File: src/rtl/pll_drp_reconfig.sv
// Dynamic-reconfiguration master for a 7-series PLL DRP port.
// On a start request it holds the PLL in reset, then read-modify-writes
// every entry of the selected register table. After that it releases the
// PLL reset and pulses SRDY once LOCKED returns. Every output is registered.
module pll_drp_reconfig #(
   parameter int                     NUM_REGS     = 3,
   parameter logic [NUM_REGS*39-1:0] S1_TABLE     = '0,
   parameter logic [NUM_REGS*39-1:0] S2_TABLE     = '0,
   parameter int                     DRDY_TIMEOUT = 64,
   parameter int                     LOCK_TIMEOUT = 4096
) (
   input  logic        DCLK,
   input  logic        RST,
   input  logic        SEN,
   input  logic        SADDR,
   output logic        SRDY,
   output logic        BUSY,
   output logic        ERROR,
   output logic        RST_PLL,
   output logic [6:0]  DADDR,
   output logic        DEN,
   output logic        DWE,
   output logic [15:0] DI,
   input  logic [15:0] DO,
   input  logic        DRDY,
   input  logic        LOCKED
);

   localparam int IDX_W   = (NUM_REGS > 1) ? $clog2(NUM_REGS) : 1;
   localparam int TMR_MAX = (DRDY_TIMEOUT > LOCK_TIMEOUT) ? DRDY_TIMEOUT : LOCK_TIMEOUT;
   localparam int TMR_W   = $clog2(TMR_MAX + 1);

   localparam logic [IDX_W-1:0] LAST_IDX   = IDX_W'(NUM_REGS - 1);
   localparam logic [TMR_W-1:0] DRDY_LIMIT = TMR_W'(DRDY_TIMEOUT - 1);
   localparam logic [TMR_W-1:0] LOCK_LIMIT = TMR_W'(LOCK_TIMEOUT - 1);

   typedef enum logic [3:0] {
      ST_IDLE       = 4'd0,
      ST_ASSERT_RST = 4'd1,
      ST_READ       = 4'd2,
      ST_WAIT_R     = 4'd3,
      ST_MODIFY     = 4'd4,
      ST_WRITE      = 4'd5,
      ST_WAIT_W     = 4'd6,
      ST_WAIT_LOCK  = 4'd7,
      ST_DONE       = 4'd8
   } state_t;

   // Registered state and outputs
   state_t            state_r;
   logic [IDX_W-1:0]  index_r;
   logic [TMR_W-1:0]  timer_r;
   logic              table_sel_r;
   logic [15:0]       rdata_r;
   logic              srdy_r;
   logic              busy_r;
   logic              error_r;
   logic              rst_pll_r;
   logic              den_r;
   logic              dwe_r;
   logic [6:0]        daddr_r;
   logic [15:0]       di_r;

   // Next-state values
   state_t            state_s;
   logic [IDX_W-1:0]  index_s;
   logic [TMR_W-1:0]  timer_s;
   logic              table_sel_s;
   logic [15:0]       rdata_s;
   logic              srdy_s;
   logic              busy_s;
   logic              error_s;
   logic              rst_pll_s;
   logic              den_s;
   logic              dwe_s;
   logic [6:0]        daddr_s;
   logic [15:0]       di_s;

   // Table lookup: current entry and the one a WAIT_W -> READ step moves to
   logic [38:0]       s1_mem [NUM_REGS];
   logic [38:0]       s2_mem [NUM_REGS];
   logic [38:0]       cur_entry_s;
   logic [38:0]       nxt_entry_s;
   logic [IDX_W-1:0]  index_inc_s;

   genvar g;
   generate
      for (g = 0; g < NUM_REGS; g++) begin : g_tbl
         assign s1_mem[g] = S1_TABLE[39*g +: 39];
         assign s2_mem[g] = S2_TABLE[39*g +: 39];
      end
   endgenerate

   // Saturate the look-ahead index so it never addresses past the table
   assign index_inc_s = (index_r == LAST_IDX) ? index_r : index_r + IDX_W'(1);
   assign cur_entry_s = table_sel_r ? s2_mem[index_r]     : s1_mem[index_r];
   assign nxt_entry_s = table_sel_r ? s2_mem[index_inc_s] : s1_mem[index_inc_s];

   assign SRDY    = srdy_r;
   assign BUSY    = busy_r;
   assign ERROR   = error_r;
   assign RST_PLL = rst_pll_r;
   assign DADDR   = daddr_r;
   assign DEN     = den_r;
   assign DWE     = dwe_r;
   assign DI      = di_r;

   // Next-state and next-output decode; pulses default low, the rest hold
   always_comb begin
      state_s     = state_r;
      index_s     = index_r;
      timer_s     = timer_r;
      table_sel_s = table_sel_r;
      rdata_s     = rdata_r;
      srdy_s      = 1'b0;
      busy_s      = busy_r;
      error_s     = error_r;
      rst_pll_s   = rst_pll_r;
      den_s       = 1'b0;
      dwe_s       = 1'b0;
      daddr_s     = daddr_r;
      di_s        = di_r;

      case (state_r)
         ST_IDLE: begin
            if (SEN) begin
               table_sel_s = SADDR;
               error_s     = 1'b0;
               busy_s      = 1'b1;
               rst_pll_s   = 1'b1;
               index_s     = '0;
               state_s     = ST_ASSERT_RST;
            end else begin
               state_s = ST_IDLE;
            end
         end
         ST_ASSERT_RST: begin
            den_s   = 1'b1;
            daddr_s = cur_entry_s[38:32];
            timer_s = '0;
            state_s = ST_READ;
         end
         ST_READ: begin
            // DRDY coinciding with the DEN cycle is deliberately not looked at
            state_s = ST_WAIT_R;
         end
         ST_WAIT_R: begin
            if (DRDY) begin
               rdata_s = DO;
               state_s = ST_MODIFY;
            end else if (timer_r == DRDY_LIMIT) begin
               // PLL stays in reset: its registers may be half written
               error_s = 1'b1;
               busy_s  = 1'b0;
               state_s = ST_IDLE;
            end else begin
               timer_s = timer_r + TMR_W'(1);
            end
         end
         ST_MODIFY: begin
            // Mask bits set keep the PLL's current value
            di_s    = (rdata_r & cur_entry_s[31:16]) | (cur_entry_s[15:0] & ~cur_entry_s[31:16]);
            den_s   = 1'b1;
            dwe_s   = 1'b1;
            daddr_s = cur_entry_s[38:32];
            state_s = ST_WRITE;
         end
         ST_WRITE: begin
            timer_s = '0;
            state_s = ST_WAIT_W;
         end
         ST_WAIT_W: begin
            if (DRDY) begin
               timer_s = '0;
               if (index_r == LAST_IDX) begin
                  rst_pll_s = 1'b0;
                  state_s   = ST_WAIT_LOCK;
               end else begin
                  index_s = index_inc_s;
                  den_s   = 1'b1;
                  daddr_s = nxt_entry_s[38:32];
                  state_s = ST_READ;
               end
            end else if (timer_r == DRDY_LIMIT) begin
               error_s = 1'b1;
               busy_s  = 1'b0;
               state_s = ST_IDLE;
            end else begin
               timer_s = timer_r + TMR_W'(1);
            end
         end
         ST_WAIT_LOCK: begin
            if (LOCKED) begin
               srdy_s  = 1'b1;
               state_s = ST_DONE;
            end else if (timer_r == LOCK_LIMIT) begin
               error_s = 1'b1;
               busy_s  = 1'b0;
               state_s = ST_IDLE;
            end else begin
               timer_s = timer_r + TMR_W'(1);
            end
         end
         ST_DONE: begin
            busy_s  = 1'b0;
            state_s = ST_IDLE;
         end
         default: begin
            busy_s    = 1'b0;
            rst_pll_s = 1'b0;
            state_s   = ST_IDLE;
         end
      endcase
   end

   // State and output registers with synchronous controller reset
   always_ff @(posedge DCLK) begin
      if (RST) begin
         state_r     <= ST_IDLE;
         index_r     <= '0;
         timer_r     <= '0;
         table_sel_r <= 1'b0;
         rdata_r     <= 16'h0000;
         srdy_r      <= 1'b0;
         busy_r      <= 1'b0;
         error_r     <= 1'b0;
         rst_pll_r   <= 1'b0;
         den_r       <= 1'b0;
         dwe_r       <= 1'b0;
         daddr_r     <= 7'h00;
         di_r        <= 16'h0000;
      end else begin
         state_r     <= state_s;
         index_r     <= index_s;
         timer_r     <= timer_s;
         table_sel_r <= table_sel_s;
         rdata_r     <= rdata_s;
         srdy_r      <= srdy_s;
         busy_r      <= busy_s;
         error_r     <= error_s;
         rst_pll_r   <= rst_pll_s;
         den_r       <= den_s;
         dwe_r       <= dwe_s;
         daddr_r     <= daddr_s;
         di_r        <= di_s;
      end
   end

endmodule

File: config.mk
export PLATFORM = sky130hd
export DESIGN_NAME = pll_drp_reconfig
export DESIGN_NICKNAME = d
export VERILOG_FILES = /design/src/rtl/pll_drp_reconfig.sv
export SDC_FILE = /design/constraint.sdc
export NUM_CORES = 1
export LEC_CHECK = 0
export CORE_MARGIN = 2
export CORE_UTILIZATION = 45
export DETAILED_ROUTE_END_ITERATION = 8
export PLACE_DENSITY = 0.77
export SYNTH_ARGS = -nofsm -noshare
export SYNTH_HDL_FRONTEND = slang
export SYNTH_SLANG_ARGS = --single-unit
File: constraint.sdc
create_clock -name DCLK -period 4.02 [get_ports DCLK]
set_input_delay 0.603 -clock DCLK [delete_from_list [all_inputs] [get_ports DCLK]]
set_output_delay 0.603 -clock DCLK [all_outputs]
set_load 0.02 [all_outputs]
# Yosys cells after proc, flatten, opt, wreduce, memory -nomap -nowiden
# Index checks and enable logic that the tools add are counted.
[op_classes]
n_addsub = 2
n_eq_ne = 22
n_div = 0
shift = 0
mul = 0
reduce_logical = 18
muxes = 48
bitwise = 9
order_cmp = 2
[op_table]
columns = ["cell", "n"]
rows = [
  ["39-bit binary-select mux with 2-bit select", 2],
  ["39-bit two-way mux", 4],
  ["13-bit two-way mux", 5],
  ["13-bit case mux with 4 select lines", 1],
  ["16-bit AND", 2],
  ["4-bit case mux with 8 select lines", 1],
  ["4-bit two-way mux", 5],
  ["2-bit != test (second input constant)", 9],
  ["1-bit two-way mux", 17],
  ["4-bit by 3-bit equality test with 1-bit output (second input constant)", 4],
  ["16-bit inverter", 1],
  ["16-bit OR", 1],
  ["7-bit two-way mux", 2],
  ["7-bit case mux with 2 select lines", 1],
  ["13-bit by 1-bit adder with 13-bit output (second input constant)", 1],
  ["13-bit by 12-bit equality test with 1-bit output (second input constant)", 1],
  ["13-bit by 6-bit equality test with 1-bit output (second input constant)", 1],
  ["4-bit AND reduction", 3],
  ["6-bit AND reduction", 2],
  ["4-bit by 2-bit equality test with 1-bit output (second input constant)", 2],
  ["2-bit two-way mux", 4],
  ["2-bit OR reduction", 4],
  ["7-bit OR reduction", 1],
  ["3-bit >= comparator (second input constant)", 2],
  ["20 further kinds", 25],
]
[totals]
ram_bits = 0
mem_count = 0
ff_bits = 64
mem_bits_ro = 0
output_inout_bits = 29
latch_bits = 0

# Logic depth before layout (Yosys ltp)
[depth]
ltp_word = 9
ltp_mapped = 7
depth_no_buf = 7

# Worst setup path before layout
# No wires, ideal clock.
[synth_path]
path_type = "input to register"
start = "input DRDY"
end = "register timer_r[5]"
setup_time_ps = 134
t_arrival_ps = 1819
slack_ps = 2067
path_stages = 6
n_path_buf = 1
path_cell_list = "buf_2 -> o21ai_2 -> nand2_2 -> a221o_2 -> o311ai_1 -> o41ai_2"
[synth_between]
elab_chain_len = 2
[synth_rtl]
columns = ["element", "line_no", "text"]
rows = [
  ["start: declaration", "25", "input logic DRDY,"],
  ["13-bit two-way mux or 2-bit != test (tied branches)", "-", ""],
  ["13-bit case mux with 4 select lines or 4-bit AND reduction (tied branches)", "-", ""],
  ["end signal: assignment", "235", "timer_r <= timer_s;"],
  ["end: declaration", "52", "logic [TMR_W-1:0] timer_r;"],
]
# Parallel ways exist; a longest one is shown, timed or not.
# A chain may end at the register's enable or synchronous reset.

# Final worst setup path
[layout_path]
start = "input DRDY"
end = "register timer_r[11]"
# Same word-level chain as after synthesis.

==> results.md <==
- The number of flops mapped to enable cells by yosys is 0.
- The number of DRC violations after detailed routing is 0.
- The total clock sinks is 25.
- The number of failing hold endpoints at the final stage came to 0.
- In the routed layout, each cell is associated on average with a via count of 5.52.
- The level count of the clock H-tree is 1.
- For the worst-skew pair, the clock arrives at the later sink with an insertion delay of 270 ps.
- The number of inserted filler cells in the final layout is 392.
- Clock-pin slew was measured on the worst setup and hold paths at 90 ps.
- The first global-routing pass estimated 5.69 mm of wire.
- The final-report setup violation count is 0.
- In this run the static leakage power is 0.626 nW.
- Data on the critical path is required at its endpoint by 4210 ps.
- The via count of the first global-routing pass came to approximately 1,300.
- The clock passes through at most 2 buffers.
- The slew at the pin closest to its max-slew limit is 697 ps.
- The count of buffers from port buffering is 10.
- Detailed placement finished with a half-perimeter wire length of 2.35 mm.
- Across every metal layer, demand over resource in global routing totals 16.9%.
- The most instantiated flip-flop cell in the synthesis netlist is dfxtp_1.
- The final setup TNS is 0 ps.
- dfxtp_1 takes more of the synthesized area than any other cell.
- The maximum number of pins on one net before global-route repair is 23.
- The post-synthesis sequential area ratio is 29.7%.
- The effective utilization at floorplan is 46.3%.
- The critical path is of the input pin to flip-flop type.
- The die height is 65.2 µm.
- The max capacitance violation total is 0.
- The length of the first detailed-routing pass in iterations is 4.
- 51 I/O pins were placed.
- The maximum clock skew at final layout is 5.39 ps.
- The netlist area before placement is 1680 µm².
- The number of antenna violations at the first check in global routing is 0.
- The peak fanout along the critical path is 10.
- Measured against its own limit, the worst slew margin works out to 53.5%.
- The instance count of the mapped netlist is 214.
- After synthesis, the largest area contributor takes up 29.7% of total cell area.
- Dividing the detail-routed wire length by the instance count gives 12.5 µm.
- The clock tree from TritonCTS is built.
- The flow ran to the end, and the final reports show no timing, DRC or antenna violations.
- The number of vias in the routed layout is 1,468.
- The fraction of final layout cells sized beyond drive strength 1 is 6.42%.
- The warning count from the yosys run is 0.
- In this run, synthesis produced a sequential element count of 25.
- The highest achievable clock rate is 414 MHz.
- The overall die width is ~65 µm.
- On the final layout, the worst hold slack is between 400 and 500 ps.
- The data arrival at the endpoint of the critical path is 2600 ps.
- The worst setup path is launched from an input pin.
- The critical path endpoint category is a flip-flop.
- The weighted congestion reported at the end of routability-driven placement is about 0.85.
- The cell at the root of the clock tree is clkbuf_8.
- The period utilization is around 60%.
- The count of pins over their slew limit is 0.
- In the post-synthesis netlist, the biggest area contributors are dfxtp_1 30%, buf_4 11%, nor2_1 5.6%.
- From synthesis to final layout, the design area changed by 3.87%.
- The worst path needs 2410 ps of the cycle, external delays included.
- The number of distinct standard cells referenced by the synthesized netlist is 58.
- The worst setup slack before clock tree synthesis is 1350 ps.
- After detailed routing, the total wire length is 3.32 mm.
- Once the clock tree was built, the setup fixing pass inserted 0 buffers.
- Buffers inserted during clock tree synthesis total 3.
- Setup repair after global routing left no endpoint under its margin.
- The count of nets after finishing is 244.
- The floorplan has 22 rows.
- The proportion of register bits with asynchronous set or reset after synthesis is 0%.
- The total global routing overflow is 0.
- The worst path meets setup with approximately 1600 ps of slack.
- The total power per unit cell area is 311 nW/µm².
- The repair_antennas step left the layout with diodes totalling 0.
- The worst min-delay path class is flip-flop to flip-flop.
- For this block, the initial DRC count from the detailed router was 51.
- The remaining number of nets flagged by the antenna check after routing is 0.
- In this run, post-CTS repair resized a total of 0 instances.
- The placeable core region is 3630 µm².
- The maximum resistive drop on vdd is 0.160 mV.
- The number of hold buffers added after CTS was 0.
- The synthesized area per cell is 7.86 µm².
- The die covers 4250 µm².
flip-flops by register name, indices dropped and copies added, names as in the netlist:
signal and flops:
ERROR 1, SRDY 1, BUSY 1, DWE 1, index_r 2, DEN 1, RST_PLL 1, state_r 4
timer_r 13
placed cells by master, fill, tap and decap left out, types with 2 or more instances in the layout:
cell / count
a211oi_1: 5
a21oi_1: 9
a2bb2oi_1: 2
a32o_1: 2
and3_1: 4
clkbuf_8: 3
clkdlybuf4s50_1: 10
conb_1: 23
dfxtp_1: 25
ha_1: 3
inv_1: 9
mux2_2: 3
nand2_1: 18
nand2b_1: 3
nand3_1: 9
nand4_1: 9
nor2_1: 25
nor2b_1: 2
nor3_1: 2
nor4_1: 2
o21ai_0: 6
o22ai_1: 2
o311ai_1: 3
o31ai_1: 2
o32ai_1: 4
or3_1: 2
or4_1: 2
where the power goes:
| group | switching [mW] | leakage (nW) | internal [mW] |
|---|---|---|---|
| Combinational | 0.0726 | 0.401 | 0.0430 |
| Sequential | 0.0180 | 0.203 | 0.257 |
| Clock | 0.0816 | 0.0228 | 0.0711 |
cells by family (layout without fill, tap and decap cells):
group	Yosys count	after routing	synth area share [%]
other	1	23	0.223
and+or+nand+nor	90	90	27.7
buffers and inverters	42	24	15.5
DFF	25	25	29.7
adders and majority gates	3	3	2.23
xor gates and xnor gates	1	1	0.521
AOI/OAI and AO/OA	48	48	21.6
muxes	4	4	2.60
worst max-delay path, stage by stage:
cell and delay (ps):
clkdlybuf4s50_1 620, o21ai_2 220, nand2_2 90, a221oi_2 470, nand3_2 270, o32ai_1 320
layer usage:
metal / wire, µm / vias to the layer above / global-route usage (%)
met5: 0 / - / 0
met4: 57 / 0 / 7.55
met3: 142 / 5 / 2.57
met2: 1420 / 39 / 25.5
met1: 1700 / 678 / 24.0
li1: - / 746 / -
synth_stat cells (4+ instances only):
| master | n |
|---|---|
| dfxtp_1 | 25 |
| nor2_1 | 25 |
| buf_4 | 24 |
| nand2_1 | 18 |
| a21oi_1 | 9 |
| inv_1 | 9 |
| nand3_1 | 9 |
| nand4_1 | 9 |
| o21ai_0 | 6 |
| a211oi_1 | 5 |
| and3_1 | 4 |
| buf_2 | 4 |
| o32ai_1 | 4 |
cell type report:
class | instances | area (µm²) | area share [%]
Tap cell | 48 | 60.1 | 3.44
Clock buffer | 4 | 45.0 | 2.58
Inverter | 10 | 37.5 | 2.15
Timing Repair Buffer | 10 | 100 | 5.73
Sequential cell | 25 | 500 | 28.6
Multi-Input combinational cell | 169 | 1000 | 57.5
worst paths after layout:
kind	startpoint	endpoint	slack, ps	depth (start not counted)
min reg2reg	BUSY	BUSY	490	2
min	BUSY	BUSY	490	2
max reg2reg	state_r[1]	timer_r[11]	1740	5
max	DRDY	timer_r[11]	1610	6
metrics by stage:
stage                     utilization [%]  total power [mW]  cells  area [µm²]
final                                48.1             0.543    266        1750
after global routing                 48.1             0.576    266        1750
after CTS                            48.1             0.549    266        1750
after detailed placement             46.9             0.394    262        1700
after global placement               46.9             0.393    262        1700
after floorplan                         -             0.385    236        1770
Note: power is estimated with default switching activity, not from simulation.
